==> src/rtl/apb_reg_pkg.sv <==
// apb_reg_pkg: address map, read-only flags and FSM encoding for the APB register bridge
package apb_reg_pkg;

   localparam logic [3:0] ADDR_DATA0    = 4'h0;
   localparam logic [3:0] ADDR_DATA0_SR = 4'h4;
   localparam logic [3:0] ADDR_DATA1    = 4'h8;
   localparam logic [3:0] ADDR_DATA1_SR = 4'hC;

   // Bit n set means the register at word index n (addr[3:2]) is read-only.
   localparam logic [3:0] RO_MAP = 4'b1010;

   typedef enum logic [1:0] {
      IDLE   = 2'd0,
      ACCESS = 2'd1,
      RESP   = 2'd2
   } state_e;

   function automatic logic is_ro(input logic [1:0] idx);
      return RO_MAP[idx];
   endfunction

endpackage

==> src/rtl/apb_reg_addr_dec.sv <==
// apb_reg_addr_dec: flags unmapped, misaligned or read-only-write accesses
// Ports:
//   addr_i  - latched register-side address
//   write_i - latched direction, 1 = write
//   err_o   - 1 when the access must be refused
module apb_reg_addr_dec
   import apb_reg_pkg::*;
#(
   parameter int AW = 10
) (
   input  logic [AW-1:0] addr_i,
   input  logic          write_i,
   output logic          err_o
);

   logic hit;

   assign hit = (addr_i == AW'(ADDR_DATA0))    || (addr_i == AW'(ADDR_DATA0_SR)) ||
                (addr_i == AW'(ADDR_DATA1))    || (addr_i == AW'(ADDR_DATA1_SR));

   // Misaligned addresses never match the map, so one hit test covers both cases.
   assign err_o = !hit || (write_i && is_ro(addr_i[3:2]));

endmodule

==> src/rtl/apb_reg_bridge.sv <==
// apb_reg_bridge: APB slave to single-cycle register strobe bridge with fixed 3-cycle latency
// Ports:
//   clk, rst_n            - clock, asynchronous active-low reset
//   psel/penable/pwrite   - APB control
//   paddr/pwdata          - APB address and write data
//   pready/prdata/pslverr - APB response (prdata registered)
//   wr_en/rd_en           - one-cycle register-side strobes
//   addr/wdata            - latched register-side address and write data
//   rdata                 - combinational register-side read data
// Build option: APB_REG_BRIDGE_PSLVERR_EN enables address decoding and pslverr.
module apb_reg_bridge
   import apb_reg_pkg::*;
#(
   parameter int DW = 32,
   parameter int AW = 10
) (
   input  logic          clk,
   input  logic          rst_n,
   input  logic          psel,
   input  logic          penable,
   input  logic          pwrite,
   input  logic [AW-1:0] paddr,
   input  logic [DW-1:0] pwdata,
   output logic          pready,
   output logic [DW-1:0] prdata,
   output logic          pslverr,
   output logic          wr_en,
   output logic          rd_en,
   output logic [AW-1:0] addr,
   output logic [DW-1:0] wdata,
   input  logic [DW-1:0] rdata
);

   state_e        state_q, state_d;
   logic          write_q, write_d;
   logic [AW-1:0] addr_q, addr_d;
   logic [DW-1:0] wdata_q, wdata_d;
   logic [DW-1:0] prdata_q, prdata_d;
   logic          err;

`ifdef APB_REG_BRIDGE_PSLVERR_EN
   apb_reg_addr_dec #(.AW(AW)) u_dec (
      .addr_i  (addr_q),
      .write_i (write_q),
      .err_o   (err)
   );
`else
   assign err = 1'b0;
`endif

   always_ff @(posedge clk or negedge rst_n) begin
      if (!rst_n) begin
         state_q  <= IDLE;
         write_q  <= 1'b0;
         addr_q   <= '0;
         wdata_q  <= '0;
         prdata_q <= '0;
      end else begin
         state_q  <= state_d;
         write_q  <= write_d;
         addr_q   <= addr_d;
         wdata_q  <= wdata_d;
         prdata_q <= prdata_d;
      end
   end

   // Only the setup phase is captured; psel=1 with penable=1 in IDLE is ignored.
   always_comb begin
      state_d  = state_q;
      write_d  = write_q;
      addr_d   = addr_q;
      wdata_d  = wdata_q;
      prdata_d = prdata_q;
      case (state_q)
         IDLE: begin
            if (psel && !penable) begin
               state_d = ACCESS;
               write_d = pwrite;
               addr_d  = paddr;
               wdata_d = pwdata;
            end
         end
         ACCESS: begin
            state_d  = RESP;
            prdata_d = (write_q || err) ? '0 : rdata;
         end
         RESP:    state_d = IDLE;
         default: state_d = IDLE;
      endcase
   end

   assign wr_en   = (state_q == ACCESS) && write_q && !err;
   assign rd_en   = (state_q == ACCESS) && !write_q && !err;
   assign pready  = (state_q == RESP);
   assign pslverr = pready && err;
   assign prdata  = prdata_q;
   assign addr    = addr_q;
   assign wdata   = wdata_q;

endmodule

==> config.mk <==
export PLATFORM = sky130hd
export DESIGN_NAME = apb_reg_bridge
export DESIGN_NICKNAME = d
export VERILOG_FILES = /design/src/rtl/apb_reg_pkg.sv /design/src/rtl/apb_reg_addr_dec.sv /design/src/rtl/apb_reg_bridge.sv
export SDC_FILE = /design/constraint.sdc
export NUM_CORES = 1
export LEC_CHECK = 0
export ABC_CLOCK_PERIOD_IN_PS = 1800
export CAP_MARGIN = 30
export CORE_MARGIN = 5
export CORE_UTILIZATION = 38
export CTS_CLUSTER_SIZE = 16
export DETAILED_ROUTE_END_ITERATION = 7
export HOLD_SLACK_MARGIN = 0.1
export PLACE_DENSITY = 0.77
export RECOVER_POWER = 50
export SLEW_MARGIN = 20
export SYNTH_ARGS = -nofsm -noshare
export SYNTH_HDL_FRONTEND = slang
export SYNTH_SLANG_ARGS = --single-unit
export TNS_END_PERCENT = 50
==> constraint.sdc <==
create_clock -name clk -period 1.8 [get_ports clk]
set_input_delay 0.18 -clock clk [delete_from_list [all_inputs] [get_ports clk]]
set_output_delay 0.18 -clock clk [all_outputs]
set_load 0.005 [all_outputs]
==> results of run 1 <==
## sequential cells by signal (all words and copies together) (netlist names)
register	cells
write_q	1
addr	10
state_q	2
prdata	32
wdata	32
## layer usage
metal / global-route usage [%] / wire [µm]
met5: 0 / 0
met4: 6.63 / 252
met3: 5.81 / 589
met2: 23.4 / 3600
met1: 18.2 / 3000
## synth_stat cells
| cell | instances |
|---|---|
| sky130_fd_sc_hd__dfrtp_1 | 77 |
| sky130_fd_sc_hd__buf_2 | 4 |
| sky130_fd_sc_hd__and2_1 | 1 |
| sky130_fd_sc_hd__nor4b_4 | 1 |
| sky130_fd_sc_hd__mux2_2 | 73 |
| sky130_fd_sc_hd__buf_6 | 4 |
| sky130_fd_sc_hd__clkbuf_1 | 3 |
| sky130_fd_sc_hd__buf_4 | 1 |
| sky130_fd_sc_hd__conb_1 | 1 |
| sky130_fd_sc_hd__mux2_1 | 2 |
| sky130_fd_sc_hd__and2b_1 | 1 |
| sky130_fd_sc_hd__nor2b_1 | 34 |
## report_power, final
group          switching, µW  internal, µW
clock                    578           853
sequential               200          2140
combinational            493          1130
## worst max-delay path, cell delays in order (launching register included)
cell and delay (ns):
sky130_fd_sc_hd__dfrtp_2 0.43, sky130_fd_sc_hd__nor2b_4 0.13, sky130_fd_sc_hd__and2_1 0.15, sky130_fd_sc_hd__clkdlybuf4s50_1 0.51
## metrics by stage
| stage | setup WS (ns) | hold slack [ns] | total power (µW) | instance area (µm²) | utilization (%) |
|---|---|---|---|---|---|
| floorplan | 0.229 | -0.116 | 2920 | 3110 | - |
| global placement | 0.115 | 0.173 | 4050 | 4780 | 59.1 |
| detailed placement | 0.0825 | 0.179 | 4090 | 4780 | 59.1 |
| CTS | 0.0218 | 0.363 | 5560 | 5050 | 62.4 |
| global route | 0.00202 | 0.437 | 5690 | 5070 | 62.6 |
| finish | 0.0877 | 0.454 | 5390 | 5070 | 62.6 |
## final timing paths
kind / cells past startpoint / slack (ns) / to / from
min in group asynchronous: 2 / 0.53 / wdata[7] / rst_n
min: 2 / 0.45 / write_q / pwrite
max: 3 / 0.09 / wr_en / state_q[1]
max reg2reg: 4 / 0.12 / wdata[3] / state_q[1]
max in group asynchronous: 3 / 0.51 / state_q[1] / rst_n
min reg2reg: 1 / 0.50 / addr[9] / addr[9]
## placed cells by master, fill, tap and decap left out
master	n
sky130_fd_sc_hd__clkdlybuf4s50_1	121
sky130_fd_sc_hd__dfrtp_1	76
sky130_fd_sc_hd__mux2_2	73
sky130_fd_sc_hd__dlygate4sd3_1	34
sky130_fd_sc_hd__nor2b_1	32
sky130_fd_sc_hd__clkbuf_8	11
sky130_fd_sc_hd__buf_4	7
sky130_fd_sc_hd__buf_12	3
sky130_fd_sc_hd__mux2_1	2
sky130_fd_sc_hd__bufinv_16	2
sky130_fd_sc_hd__clkbuf_2	2
sky130_fd_sc_hd__nor2b_4	1
sky130_fd_sc_hd__and2_1	1
sky130_fd_sc_hd__nor2b_2	1
sky130_fd_sc_hd__and2b_1	1
sky130_fd_sc_hd__nor4b_4	1
sky130_fd_sc_hd__conb_1	1
sky130_fd_sc_hd__clkbuf_1	1
sky130_fd_sc_hd__clkinv_4	1
sky130_fd_sc_hd__dfrtp_2	1
## logic make-up after synthesis
logic type / share of synthesized area [%]
and+or+nand+nor: 8.05
DFF: 62.0
buffers and inverters: 2.70
muxes: 27.2
other: 0.121
## layout make-up
| type | count | area [µm²] | share of cell area, % |
|---|---|---|---|
| clock buffers | 12 | 155 | 3.06 |
| multi-input cells | 113 | 1110 | 21.9 |
| clock inverters | 3 | 68.8 | 1.36 |
| repair buffers | 167 | 1670 | 33.0 |
| flip-flops and latches | 77 | 1930 | 38.1 |
| well taps | 105 | 131 | 2.59 |
## timing repair
action | 4_1_cts | 5_1_grt
hold buffers | 1 | 0
endpoints found under the hold margin | 36 | 0
endpoints found under the setup margin | 2 | 2
resized for setup | 1 | 1
setup buffers | 5 | 2
==> summary.txt, run 1 <==
Unrepaired setup endpoints after global routing - false
Synth warn - 0
Global-route wire length before repair - 11.9 mm
Area of the core region - 8090 µm²
Leakage power - 0.00216 µW
Clock Root Buffer - sky130_fd_sc_hd__clkbuf_8
Synthesized netlist cell count - 202
Clock transition at the registers of the reported paths - 0.08 ns
Maximum number of pins on one net before global-route repair - 45
Yosys reg bits - 77
Setup Viol. Count Final - 0
Crit start category - register
Slew at the pin with the worst max-slew slack - 0.948 ns
Final weighted congestion of routability-driven global placement - 0.749
Hold Crit Class - input pin to register
Growth of design area from synthesis to finish - 62.9%
Worst-case vdd ir drop - 604 µV
Die Y-Extent - 100 µm
Total die area - 10100 µm²
Clock skew after layout - 0.0107 ns
Share of final-layout standard cells stronger than drive strength 1 - 27.7%
Crit path arrival time - 1.53 ns
Via count of the first global-routing pass - 2339
Top cell type by total area after synthesis - sky130_fd_sc_hd__dfrtp_1
Buffers from clock root to sink, at most - 2
Global-route usage over all layers - 14.9%
Final Non-Filler Cells - 477
Number of endpoints with negative hold slack in the final report - 0
I/O Pins - 157
Mapped Area - 3110 µm²
Antenna violations before repair - 0
Effective utilization at floorplan - 38.4%
Mapped Nets - 281
Max-cap check violation count - 0
Congestion Overflow GR - 0
X dimension of the die - 100 µm
Synth cell types - 12
Number of levels in the clock H-tree - 3
Clock tree from TritonCTS - yes
Required @ worst endpoint - 1.62 ns
Sink Count - 77
Number of nets with antenna violations after routing - 0
Worst-skew pair later-pin latency - 0.32 ns
Type of the worst setup path - register to output port
DRC violations left - 0
Total Nets Final - 447
Proportion of synthesized chip area in sequential cells - 62.0%
Detail-routed net length per standard cell - 15.6 µm
Number of core rows - 33
Fraction of the cycle the final worst path needs - 95.1%
Fraction of synthesized cell area taken by the top area cell type - 62.0%
DRT iter0 DRCs - 15
Cell types with the largest area share after synthesis - sky130_fd_sc_hd__dfrtp_1, sky130_fd_sc_hd__mux2_2, sky130_fd_sc_hd__nor2b_1, sky130_fd_sc_hd__buf_6, sky130_fd_sc_hd__nor4b_4
Final worst path period need - 1.71 ns
Sum of routed wire length over all layers - 7.45 mm
Critical Path End Type - output port
Total Neg Setup Slack - 0 ns
Routed via count divided by cell count - 4.60
Number of cells in the design after placement - 454
Buffers added on ports - 155
Routed via count - 2194
Cell Pwr Density - 1060 nW/µm²
Count of TritonRoute iterations in the first routing pass - 3
Slew headroom - 36.8%
Run status - complete, no violations
Max Transition Viols Final - 0
Highest achievable clock rate - 0.584 GHz
Filler instances - 653
Largest fanout on the critical path - 4
TritonCTS buffer count - 9
Avg Cell Area, Syn - 15.4 µm²
Post-detailed-placement half-perimeter wirelength - 5.51 mm
# diodes - 0
(Power assumes the default switching activity.)
==> run 2, diff against run 1 <==
--- a/config.mk
+++ b/config.mk
@@ -17,5 +17,6 @@
 export SLEW_MARGIN = 20
 export SYNTH_ARGS = -nofsm -noshare
 export SYNTH_HDL_FRONTEND = slang
+export SYNTH_HIERARCHICAL = 1
 export SYNTH_SLANG_ARGS = --single-unit
 export TNS_END_PERCENT = 50
==> results of run 2 <==
Same layout as run 1: the final DEF is identical, and so are final timing and power.
Main changes from that run: Yosys warning count 0 -> 6
==> run 3, diff against run 2 <==
--- a/config.mk
+++ b/config.mk
@@ -11,8 +11,8 @@
 export CORE_UTILIZATION = 38
 export CTS_CLUSTER_SIZE = 16
 export DETAILED_ROUTE_END_ITERATION = 7
+export DONT_BUFFER_PORTS = 1
 export HOLD_SLACK_MARGIN = 0.1
-export PLACE_DENSITY = 0.77
 export RECOVER_POWER = 50
 export SLEW_MARGIN = 20
 export SYNTH_ARGS = -nofsm -noshare
==> run 3 against run 2 <==
Effect of this change:
- hold slack lost 0.93 ns
- the run now ends with negative hold slack left
- synthesized cell count stayed put
- via count decreased by 16%
- first-iteration DRC count rose by 130%
- clock-buffer cell count shrank 3
- register-to-register slack better by 0.13 ns
- largest power group unchanged
- combinational power decreased by 56%
- core utilization fell by 11 points
==> summary.txt, run 3 <==
Most frequent cell after synthesis - sky130_fd_sc_hd__dfrtp_1
Yosys reg bits - 77 (unchanged)
Cell Pwr Density - 1110 nW/µm² (+4.4%)
WL met3 - 843 µm (+43%)
Clock Root Buffer - sky130_fd_sc_hd__clkbuf_8
Buffers added on ports - 0 (-100%)
Post-detailed-placement half-perimeter wirelength - 4.30 mm (-22%)
Logic depth of the worst setup path including buffers - 3 (unchanged)
Share of synthesized registers carrying an async set or reset - 100% (unchanged)
Sum of routed wire length over all layers - 6.74 mm (-9.5%)
Leakage power - 0.00178 µW (-18%)
Number of nets with antenna violations after routing - 0 (unchanged)
Type of the worst setup path - register to register
Post-layout utilization of the core - 51.5% (-11 points)
Mapped Nets - 281 (unchanged)
Placed standard-cell area - 3220 µm² (-33%)
Die Y-Extent - 100 µm (unchanged)
Area of the core region - 8090 µm² (unchanged)
Setup Viol. Count Final - 0 (unchanged)
Mapped Area - 3110 µm² (unchanged)
Top layer used by detailed routing - met4
Run status - complete, but fails checks
# diodes - 0 (unchanged)
Worst-case vdd ir drop - 624 µV (+3.3%)
Final worst path period need - 1.55 ns (-0.158 ns)
Growth of design area from synthesis to finish - 34.0%
Commonest non-fill, non-tap cells in the layout - sky130_fd_sc_hd__dfrtp_1, sky130_fd_sc_hd__mux2_2, sky130_fd_sc_hd__dlygate4sd3_1
Clock skew after layout - 0.00735 ns (-0.00337 ns)
Highest achievable clock rate - 0.643 GHz (+10%)
Fraction of synthesized cell area taken by the top area cell type - 62.0% (unchanged)
R2R depth - 3 (-1)
Avg Cell Area, Syn - 15.4 µm² (unchanged)
Most common library cells after synthesis - sky130_fd_sc_hd__dfrtp_1, sky130_fd_sc_hd__mux2_2, sky130_fd_sc_hd__nor2b_1
Total Nets Final - 357 (-20%)
Synth warn - 6
Count of TritonRoute iterations in the first routing pass - 4 (+1)
Cell types with the largest area share after synthesis - sky130_fd_sc_hd__dfrtp_1, sky130_fd_sc_hd__mux2_2, sky130_fd_sc_hd__nor2b_1, sky130_fd_sc_hd__buf_6, sky130_fd_sc_hd__nor4b_4
Final weighted congestion of routability-driven global placement - 0.643 (-14%)
Number of endpoints with negative hold slack in the final report - 77 (+77)
Global-route wire length before repair - 10.8 mm (-8.8%)
Share of final-layout standard cells stronger than drive strength 1 - 33.2% (+5.5 points)
Top cell type by total area after synthesis - sky130_fd_sc_hd__dfrtp_1
Global-route usage over all layers - 13.8% (-1.0 points)
Post-route total power - 4630 µW (-14%)
Synth cell types - 12 (unchanged)
Crit start category - register
Most frequent standard cell in the layout excluding fill and tap cells - sky130_fd_sc_hd__dfrtp_1
Largest stage delay on the critical path - 0.44 ns (-0.07 ns)
Fraction of the cycle the final worst path needs - 86.4% (-8.8 points)
Slowest cell on the critical path - sky130_fd_sc_hd__dfrtp_1
Unrepaired setup endpoints after global routing - false
Total die area - 10100 µm² (unchanged)
Crit path arrival time - 1.78 ns (+0.25 ns)
Max-cap check violation count - 0 (unchanged)
Via count of the first global-routing pass - 2104 (-10%)
DRC violations left - 0 (unchanged)
Congestion Overflow GR - 0 (unchanged)
Buffers from clock root to sink, at most - 2 (unchanged)
Critical Path End Type - register
CP Buf/Inv Count - 1 (unchanged)
Failing checks - negative hold slack
Area of all placed cells without fillers - 4170 µm² (-18%)
Maximum number of pins on one net before global-route repair - 78 (+73%)
Cells resized by post-CTS repair - 0 (-1)
Worst-skew pair later-pin latency - 0.34 ns (+0.02 ns)
Cell breakdown of the critical path - nor4b_4 > buf_12 > mux2_2
Detail-routed net length per standard cell - 17.4 µm (+11%)
Required @ worst endpoint - 2.02 ns (+0.40 ns)
Proportion of synthesized chip area in sequential cells - 62.0% (unchanged)
Number of core rows - 33 (unchanged)
Sink Count - 77 (unchanged)
Main synth FF type - sky130_fd_sc_hd__dfrtp_1
TritonCTS buffer count - 9 (unchanged)
Synthesized netlist cell count - 202 (unchanged)
Antenna violations before repair - 0 (unchanged)
Number of levels in the clock H-tree - 3 (unchanged)
X dimension of the die - 100 µm (unchanged)
Met2 layer wire length in the routed design - 3.31 mm (-8.1%)
Clock transition at the registers of the reported paths - 0.08 ns (about the same)
Cell family contributing the most delay on the critical path - flip-flops
Largest fanout on the critical path - 44 (+40)
Number of enable flip-flop cells after synthesis - 0 (unchanged)
Total Neg Setup Slack - 0 ns (unchanged)
Hold Crit Class - input pin to async pin
Met1 Routed Length - 2.45 mm (-18%)
Clock tree from TritonCTS - yes
DRT iter0 DRCs - 35 (+20)
Effective utilization at floorplan - 38.4% (unchanged)
Routed via count - 1845 (-16%)
I/O Pins - 157 (unchanged)
Max Transition Viols Final - 0 (unchanged)
WHS - -0.475 ns (-0.929 ns)
Routed via count divided by cell count - 4.76 (+3.4%)
Filler instances - 699 (+7.0%)
==> run 3: area by class of cell <==
| type | count | area [µm²] | area share [%] |
|---|---|---|---|
| Multi-Input combinational cell | 113 | 1110 | 26.5 |
| Timing Repair Buffer | 77 | 782 | 18.8 |
| Clock inverter | 7 | 97.6 | 2.34 |
| Tap cell | 105 | 131 | 3.15 |
| Sequential cell | 77 | 1930 | 46.2 |
| Clock buffer | 9 | 124 | 2.97 |
==> run 3: cell families (layout without fill, tap and decap cells) <==
logic type / after synthesis / after routing / share of synthesized area [%]
flip-flops: 77 / 77 / 62.0
multiplexers: 75 / 75 / 27.2
AND/OR/NAND/NOR: 37 / 37 / 8.05
buffers and inverters: 12 / 93 / 2.70
other: 1 / 1 / 0.121
==> run 3: layer usage <==
metal / track usage, % / up-vias
met4: 6.32 / 0
li1: - / 834
met1: 15.4 / 900
met5: 0 / -
met2: 22.2 / 99
met3: 6.99 / 12
==> run 3: metrics by stage <==
step | setup WS (ns) | hold WS [ns] | std cells
floorplan | 0.229 | -0.116 | 202
global placement | 0.288 | -0.113 | 299
detailed placement | 0.254 | -0.114 | 299
CTS | 0.227 | -0.509 | 387
global route | 0.161 | -0.518 | 388
finish | 0.245 | -0.475 | 388
==> run 3: worst paths after layout <==
check / from / endpoint / slack (ns)
min reg2reg: prdata[21] / prdata[21] / 0.54
max reg2reg: state_q[1] / wdata[11] / 0.25
max: state_q[1] / wdata[11] / 0.25
min in group clk: rdata[20] / prdata[20] / 0.13
min: rst_n / addr[6] / -0.47
max in group asynchronous: rst_n / prdata[9] / 2.15
==> run 3: worst register-to-register path: cells and delay by family, from the launching register on <==
family	cells	cell delay [ns]
flip-flops	1	0.44
buffers and inverters	1	0.27
AND/OR/NAND/NOR	1	0.32
multiplexers	1	0.41
==> run 3: repair_timing <==
action | 4_1_cts | 5_1_grt
hold buffers | 72 | 1
setup buffers | 0 | 0
hold endpoints to repair | 149 | 78
==> run 3: report_power, final <==
part	leakage, µW	switching [µW]	total [µW]	internal (µW)
Sequential	0.000942	341	2480	2140
Clock	0.000106	648	1440	788
Combinational	0.000730	234	713	480
